[src/rtl/alu_reservation_station_pkg.sv]
// Shared definitions for the ALU reservation station, also used by the ROB
// and the decoder.
//   DATA_WIDTH / TAG_WIDTH / OP_WIDTH : default operand, ROB tag and opcode widths
//   TAG_FREE                          : tag value meaning "operand already available"
//   alu_op_e                          : ALU opcode encodings
package alu_reservation_station_pkg;

   localparam int DATA_WIDTH = 32;
   localparam int TAG_WIDTH  = 4;
   localparam int OP_WIDTH   = 6;

   localparam logic [TAG_WIDTH-1:0] TAG_FREE = '1;

   typedef enum logic [OP_WIDTH-1:0] {
      ALU_ADD  = 6'h00,
      ALU_SUB  = 6'h01,
      ALU_AND  = 6'h02,
      ALU_OR   = 6'h03,
      ALU_XOR  = 6'h04,
      ALU_SLL  = 6'h05,
      ALU_SRL  = 6'h06,
      ALU_SRA  = 6'h07,
      ALU_SLT  = 6'h08,
      ALU_SLTU = 6'h09
   } alu_op_e;

endpackage

[src/rtl/alu_reservation_station_select.sv]
// rs_priority_select: lowest-index one-hot pick over N request bits.
// Used for both free-slot allocation and ready-entry selection.
//   req   : request vector
//   grant : one-hot of the lowest set request bit (all zero if none)
//   idx   : binary index of the granted bit (0 if none)
//   any   : at least one request bit is set
module rs_priority_select #(
   parameter int N = 4
) (
   input  logic [N-1:0]         req,
   output logic [N-1:0]         grant,
   output logic [$clog2(N)-1:0] idx,
   output logic                 any
);

   always_comb begin
      grant = '0;
      idx   = '0;
      any   = 1'b0;
      // Walk from the top down so the lowest set bit is the last writer.
      for (int i = N - 1; i >= 0; i--) begin
         if (req[i]) begin
            grant    = '0;
            grant[i] = 1'b1;
            idx      = ($clog2(N))'(i);
            any      = 1'b1;
         end
      end
   end

endmodule

[src/rtl/alu_reservation_station.sv]
// ALU reservation station: holds dispatched ALU instructions until both
// operands are available (snooping the CDB), then issues the lowest-index
// ready entry to the ALU.
//   clk, rst (sync, active-high), flush        : clock / reset / discard all
//   insertEnable, insertOp/Dest/Tag1/Tag2/Data1/Data2 : dispatch from decoder
//   rsFull, rsCount                            : occupancy back to decoder
//   CDB_valid, CDB_tag, CDB_data               : result broadcast snooping
//   aluValid, aluReady, aluOp/A/B/Dest         : issue handshake to the ALU
module alu_reservation_station
   import alu_reservation_station_pkg::*;
#(
   parameter int RS_SIZE   = 4,
   parameter int dataWidth = DATA_WIDTH,
   parameter int tagWidth  = TAG_WIDTH,
   parameter int opWidth   = OP_WIDTH
) (
   input  logic                         clk,
   input  logic                         rst,
   input  logic                         insertEnable,
   input  logic [opWidth-1:0]           insertOp,
   input  logic [tagWidth-1:0]          insertDest,
   input  logic [tagWidth-1:0]          insertTag1,
   input  logic [tagWidth-1:0]          insertTag2,
   input  logic [dataWidth-1:0]         insertData1,
   input  logic [dataWidth-1:0]         insertData2,
   output logic                         rsFull,
   output logic [$clog2(RS_SIZE):0]     rsCount,
   input  logic                         CDB_valid,
   input  logic [tagWidth-1:0]          CDB_tag,
   input  logic [dataWidth-1:0]         CDB_data,
   output logic                         aluValid,
   input  logic                         aluReady,
   output logic [opWidth-1:0]           aluOp,
   output logic [dataWidth-1:0]         aluA,
   output logic [dataWidth-1:0]         aluB,
   output logic [tagWidth-1:0]          aluDest,
   input  logic                         flush
);

   localparam int IW = $clog2(RS_SIZE);
   localparam int CW = $clog2(RS_SIZE) + 1;
   localparam logic [tagWidth-1:0] tagFree = '1;

   logic [RS_SIZE-1:0]   busy_q;
   logic [opWidth-1:0]   op_q    [RS_SIZE];
   logic [tagWidth-1:0]  dest_q  [RS_SIZE];
   logic [tagWidth-1:0]  tag1_q  [RS_SIZE];
   logic [tagWidth-1:0]  tag2_q  [RS_SIZE];
   logic [dataWidth-1:0] data1_q [RS_SIZE];
   logic [dataWidth-1:0] data2_q [RS_SIZE];

   logic [RS_SIZE-1:0] ready;
   logic [RS_SIZE-1:0] sel_oh;
   logic [IW-1:0]      sel_idx;
   logic               sel_any;
   logic [RS_SIZE-1:0] free_oh;
   logic [IW-1:0]      free_idx;
   logic               free_any;
   logic               insert_ok;
   logic               issue;
   logic               ins_hit1;
   logic               ins_hit2;
   logic [CW-1:0]      count;

   always_comb begin
      ready = '0;
      for (int i = 0; i < RS_SIZE; i++) begin
         ready[i] = busy_q[i] && (tag1_q[i] == tagFree) && (tag2_q[i] == tagFree);
      end
   end

   rs_priority_select #(.N(RS_SIZE)) u_sel_ready (
      .req   (ready),
      .grant (sel_oh),
      .idx   (sel_idx),
      .any   (sel_any)
   );

   rs_priority_select #(.N(RS_SIZE)) u_sel_free (
      .req   (~busy_q),
      .grant (free_oh),
      .idx   (free_idx),
      .any   (free_any)
   );

   // Occupancy comes from the registered busy bits only, so an issue this
   // cycle never makes room for an insert in the same cycle.
   assign rsFull    = ~free_any;
   assign insert_ok = insertEnable && free_any;
   assign issue     = sel_any && aluReady;

   always_comb begin
      count = '0;
      for (int i = 0; i < RS_SIZE; i++) begin
         count = count + CW'(busy_q[i]);
      end
   end
   assign rsCount = count;

   assign aluValid = sel_any;
   assign aluOp    = op_q[sel_idx];
   assign aluA     = data1_q[sel_idx];
   assign aluB     = data2_q[sel_idx];
   assign aluDest  = dest_q[sel_idx];

   // A producer broadcasting in the dispatch cycle would otherwise be missed.
   assign ins_hit1 = CDB_valid && (insertTag1 != tagFree) && (insertTag1 == CDB_tag);
   assign ins_hit2 = CDB_valid && (insertTag2 != tagFree) && (insertTag2 == CDB_tag);

   always_ff @(posedge clk) begin
      if (rst || flush) begin
         busy_q <= '0;
      end else begin
         for (int i = 0; i < RS_SIZE; i++) begin
            if (insert_ok && free_oh[i]) begin
               busy_q[i] <= 1'b1;
            end else if (issue && sel_oh[i]) begin
               busy_q[i] <= 1'b0;
            end
         end
      end
   end

   // Payloads carry no reset; they are only meaningful while busy.
   always_ff @(posedge clk) begin
      for (int i = 0; i < RS_SIZE; i++) begin
         if (insert_ok && free_oh[i]) begin
            op_q[i]    <= insertOp;
            dest_q[i]  <= insertDest;
            tag1_q[i]  <= ins_hit1 ? tagFree  : insertTag1;
            data1_q[i] <= ins_hit1 ? CDB_data : insertData1;
            tag2_q[i]  <= ins_hit2 ? tagFree  : insertTag2;
            data2_q[i] <= ins_hit2 ? CDB_data : insertData2;
         end else if (busy_q[i] && CDB_valid) begin
            if ((tag1_q[i] != tagFree) && (tag1_q[i] == CDB_tag)) begin
               tag1_q[i]  <= tagFree;
               data1_q[i] <= CDB_data;
            end
            if ((tag2_q[i] != tagFree) && (tag2_q[i] == CDB_tag)) begin
               tag2_q[i]  <= tagFree;
               data2_q[i] <= CDB_data;
            end
         end
      end
   end

   logic unused_free_idx;
   assign unused_free_idx = ^free_idx;

endmodule
[config.mk]
export PLATFORM = sky130hd
export DESIGN_NAME = alu_reservation_station
export DESIGN_NICKNAME = d
export VERILOG_FILES = /design/src/rtl/alu_reservation_station_pkg.sv /design/src/rtl/alu_reservation_station_select.sv /design/src/rtl/alu_reservation_station.sv
export SDC_FILE = /design/constraint.sdc
export NUM_CORES = 1
export LEC_CHECK = 0
export CORE_UTILIZATION = 55
export CTS_CLUSTER_DIAMETER = 30
export DETAILED_ROUTE_END_ITERATION = 8
export HOLD_SLACK_MARGIN = 0.05
export PLACE_DENSITY = 0.86
export RECOVER_POWER = 25
export SLEW_MARGIN = 20
export SYNTH_ARGS = -nofsm -noshare
export SYNTH_HDL_FRONTEND = slang
export SYNTH_SLANG_ARGS = --single-unit
[constraint.sdc]
create_clock -name clk -period 3.1 [get_ports clk]
set_input_delay 0.465 -clock clk [delete_from_list [all_inputs] [get_ports clk]]
set_output_delay 0.465 -clock clk [all_outputs]
set_load 0.02 [all_outputs]
==> flow_metrics.tcl, run 1 <==
set metrics [dict create \
    status "finished, violations left" \
    violations "setup timing" \
    min_path_type "flop to flop" \
    power.total_mw 12.8 \
    drc 0 \
    ys_types 47 \
    place.gp.congestion 0.899 \
    synth_area_sq_mm 0.0157 \
    cts_max_path_buffers 3 \
    grt_max_degree 47 \
    tightest_slew_ns 0.913 \
    io_pins 203 \
    yosys-top-cells-area "edfxtp_1 61%, mux2_2 16%, a221o_1 4.0%" \
    yosysWarnings 0 \
    postSynthCellCount 995 \
    fp-row-count 61 \
    synth_top_cell_by_area "edfxtp_1" \
    cp.required_ns 3.41 \
    io_buffers 202 \
    post_synth.cell_area_avg_sq_um 15.8 \
    final_antenna_net_count 0 \
    maxSlewViolCount 0 \
    fp.coreArea_sq_mm 0.0279 \
    final_common_cell "edfxtp_1" \
    mostFrequentLayoutCells "320 x edfxtp_1, 229 x mux2_2, 113 x clkdlybuf4s50_1, 67 x clkbuf_16, 67 x buf_4" \
    peakVddDrop_mv 0.542 \
    fin_worst_skew_ns 0.0324 \
    vias_per_cell 6.56 \
    clkSinkCount 332 \
    placed_cells 1590 \
    hold_buffers 0 \
    synth.net_count 1123 \
    cts_buffers 59 \
    wl_mm 50.0 \
    seq_area_frac_synth_pct 62.7 \
    cts_tree "done" \
    layout_worst_path_cycle_share_pct 106 \
    crit_family "buffers and inverters" \
    via_count 11433 \
    firstDrtPassIters 8 \
    slowest_delay_ns 0.83 \
    grt_pass1_vias 11520 \
    cp_max_fo 10 \
    crit_type "input port to flop" \
    final_cells 1744 \
    cts-root-buf "clkbuf_16" \
    worst-path-buf-inv 3 \
    max-slew-margin-rel_pct 39.0 \
    fmax_mhz 304 \
    rsz0062_at_grt "true" \
    holdWs_ns 0.534 \
    synth_seq_cells 332 \
    synth_edf_count 320 \
    period_needed_ns 3.29 \
    power.leakage_nw 7.93 \
    h-tree-depth 2 \
    fp.dieH_um 171 \
    clkTransAtPathRegs_ns 0.06 \
    synthArstFlopShare_pct 0 \
    grt_pass1_wl_mm 70.1 \
    clkLatencyLatePin_ns 0.59 \
    dpl.hpwl_mm 26.8 \
    synth_ff_type "edfxtp_1" \
    antenna_found_initial 3 \
    worst_slack_ns -0.193 \
    globalRouteTotalUtil_pct 32.7 \
    drv_cap 0 \
    hold_violations 0 \
    p_per_area_mw_per_mm2 602 \
    initial_utilization_pct 56.2 \
    drive_gt1_share_pct 43.9 \
    syn2layout_area_growth_pct 35.7 \
    path_cells "dlygate4sd3_1 -> clkbuf_1 -> xor2_1 -> nor4_1 -> o21ai_0 -> nand2_2 -> buf_12 -> mux2_2" \
    wl_per_cell_um 28.7 \
    die_x_um 171 \
    final_core_util_pct 76.3 \
    nets 1441 \
    drt_iter0_drc 1305 \
    overflow 0 \
    dieArea_sq_mm 0.0292 \
    setup_viol 92 \
    pre_cts_ws_ns 0.0123 \
    critical-path-slowest-cell "dlygate4sd3_1" \
    synth.top_cell.area_share_pct 61.2 \
    crit_path_end_kind "flop" \
    cp.arrival_ns 3.61 \
    cp-start-kind "input port" \
]
-- final timing paths --
kind | cells after the start | from | slack, ns | to
hold / removal | 1 | tag1_q[2][2] | 0.53 | tag1_q[2][2]
setup reg to reg | 7 | busy_q[2] | 0.46 | data2_q[2][16]
hold reg to reg | 1 | tag1_q[2][2] | 0.53 | tag1_q[2][2]
setup / recovery | 8 | CDB_tag[1] | -0.19 | data2_q[2][16]
-- report_power, final --
group	switching (mW)	internal [mW]	leakage (nW)
combinational	0.523	0.531	3.89
sequential	0.0472	5.06	3.04
clock	2.31	4.36	0.999
-- kinds of logic after synthesis --
kind of cell / count (synthesis) / share of synthesized area (%)
flip-flops: 332 / 62.7
multiplexers: 256 / 19.0
AO/OA/AOI/OAI: 163 / 9.36
AND/OR/NAND/NOR: 137 / 4.27
buffers and inverters: 72 / 2.53
XOR/XNOR: 31 / 1.78
adder cells (fa/ha/maj): 4 / 0.366
-- cells in the mapped netlist, drive strengths merged, types with 8 or more instances --
master and count:
a22o 62, nand2 56, nor2 17, buf 49, inv 10, a221o 62
mux2 256, or2 17, nand3 14, dfxtp 12, xor2 23, xnor2 8
edfxtp 320, clkbuf 13, a222oi 12
-- cell type report --
cell class / count / area, sq um
clock buffer: 68 / 1550
tap: 378 / 473
sequential: 332 / 9860
multi-input combinational: 592 / 5590
clock inverter: 44 / 513
timing repair buffer: 318 / 3280
inverter: 10 / 37.5
fill: 1537 / 6620
antenna: 2 / 5.00
-- metal layers --
metal | track usage (%) | vias up | wire (um)
li1 | - | 4685 | -
met1 | 40.4 | 5647 | 17400
met2 | 55.1 | 914 | 24700
met3 | 7.31 | 183 | 5960
met4 | 14.8 | 4 | 2000
met5 | 0 | - | 27
-- repair_timing --
action                                  in CTS  in global routing
setup buffers                               15                 16
cloned                                       6                  6
endpoints found under the setup margin      76                 69
resized for setup                          292                 97
pin swaps                                   12                 26
-- flip-flops by register name (all words and copies together) (netlist names) --
| register | flops |
|---|---|
| dest_q | 16 |
| tag1_q | 16 |
| tag2_q | 16 |
| data1_q | 128 |
| busy_q | 4 |
| op_q | 24 |
| data2_q | 128 |
-- stage by stage --
step           instance area, sq um  TNS [ns]
4_1_cts                       21000  -0.00185
6_report                      21300     -7.91
3_5_place_dp                  18800         0
3_3_place_gp                  18800         0
2_1_floorplan                 15700         0
5_1_grt                       21300     -9.33
(Power assumes the default switching activity.)
==> run 2: changes to the inputs <==
--- a/config.mk
+++ b/config.mk
@@ -11,7 +11,7 @@
 export HOLD_SLACK_MARGIN = 0.05
 export PLACE_DENSITY = 0.86
 export RECOVER_POWER = 25
-export SLEW_MARGIN = 20
+export SLEW_MARGIN = 5
 export SYNTH_ARGS = -nofsm -noshare
 export SYNTH_HDL_FRONTEND = slang
 export SYNTH_SLANG_ARGS = --single-unit
==> results of run 2 <==
Final layout, timing and power as in run 1 (identical DEF).
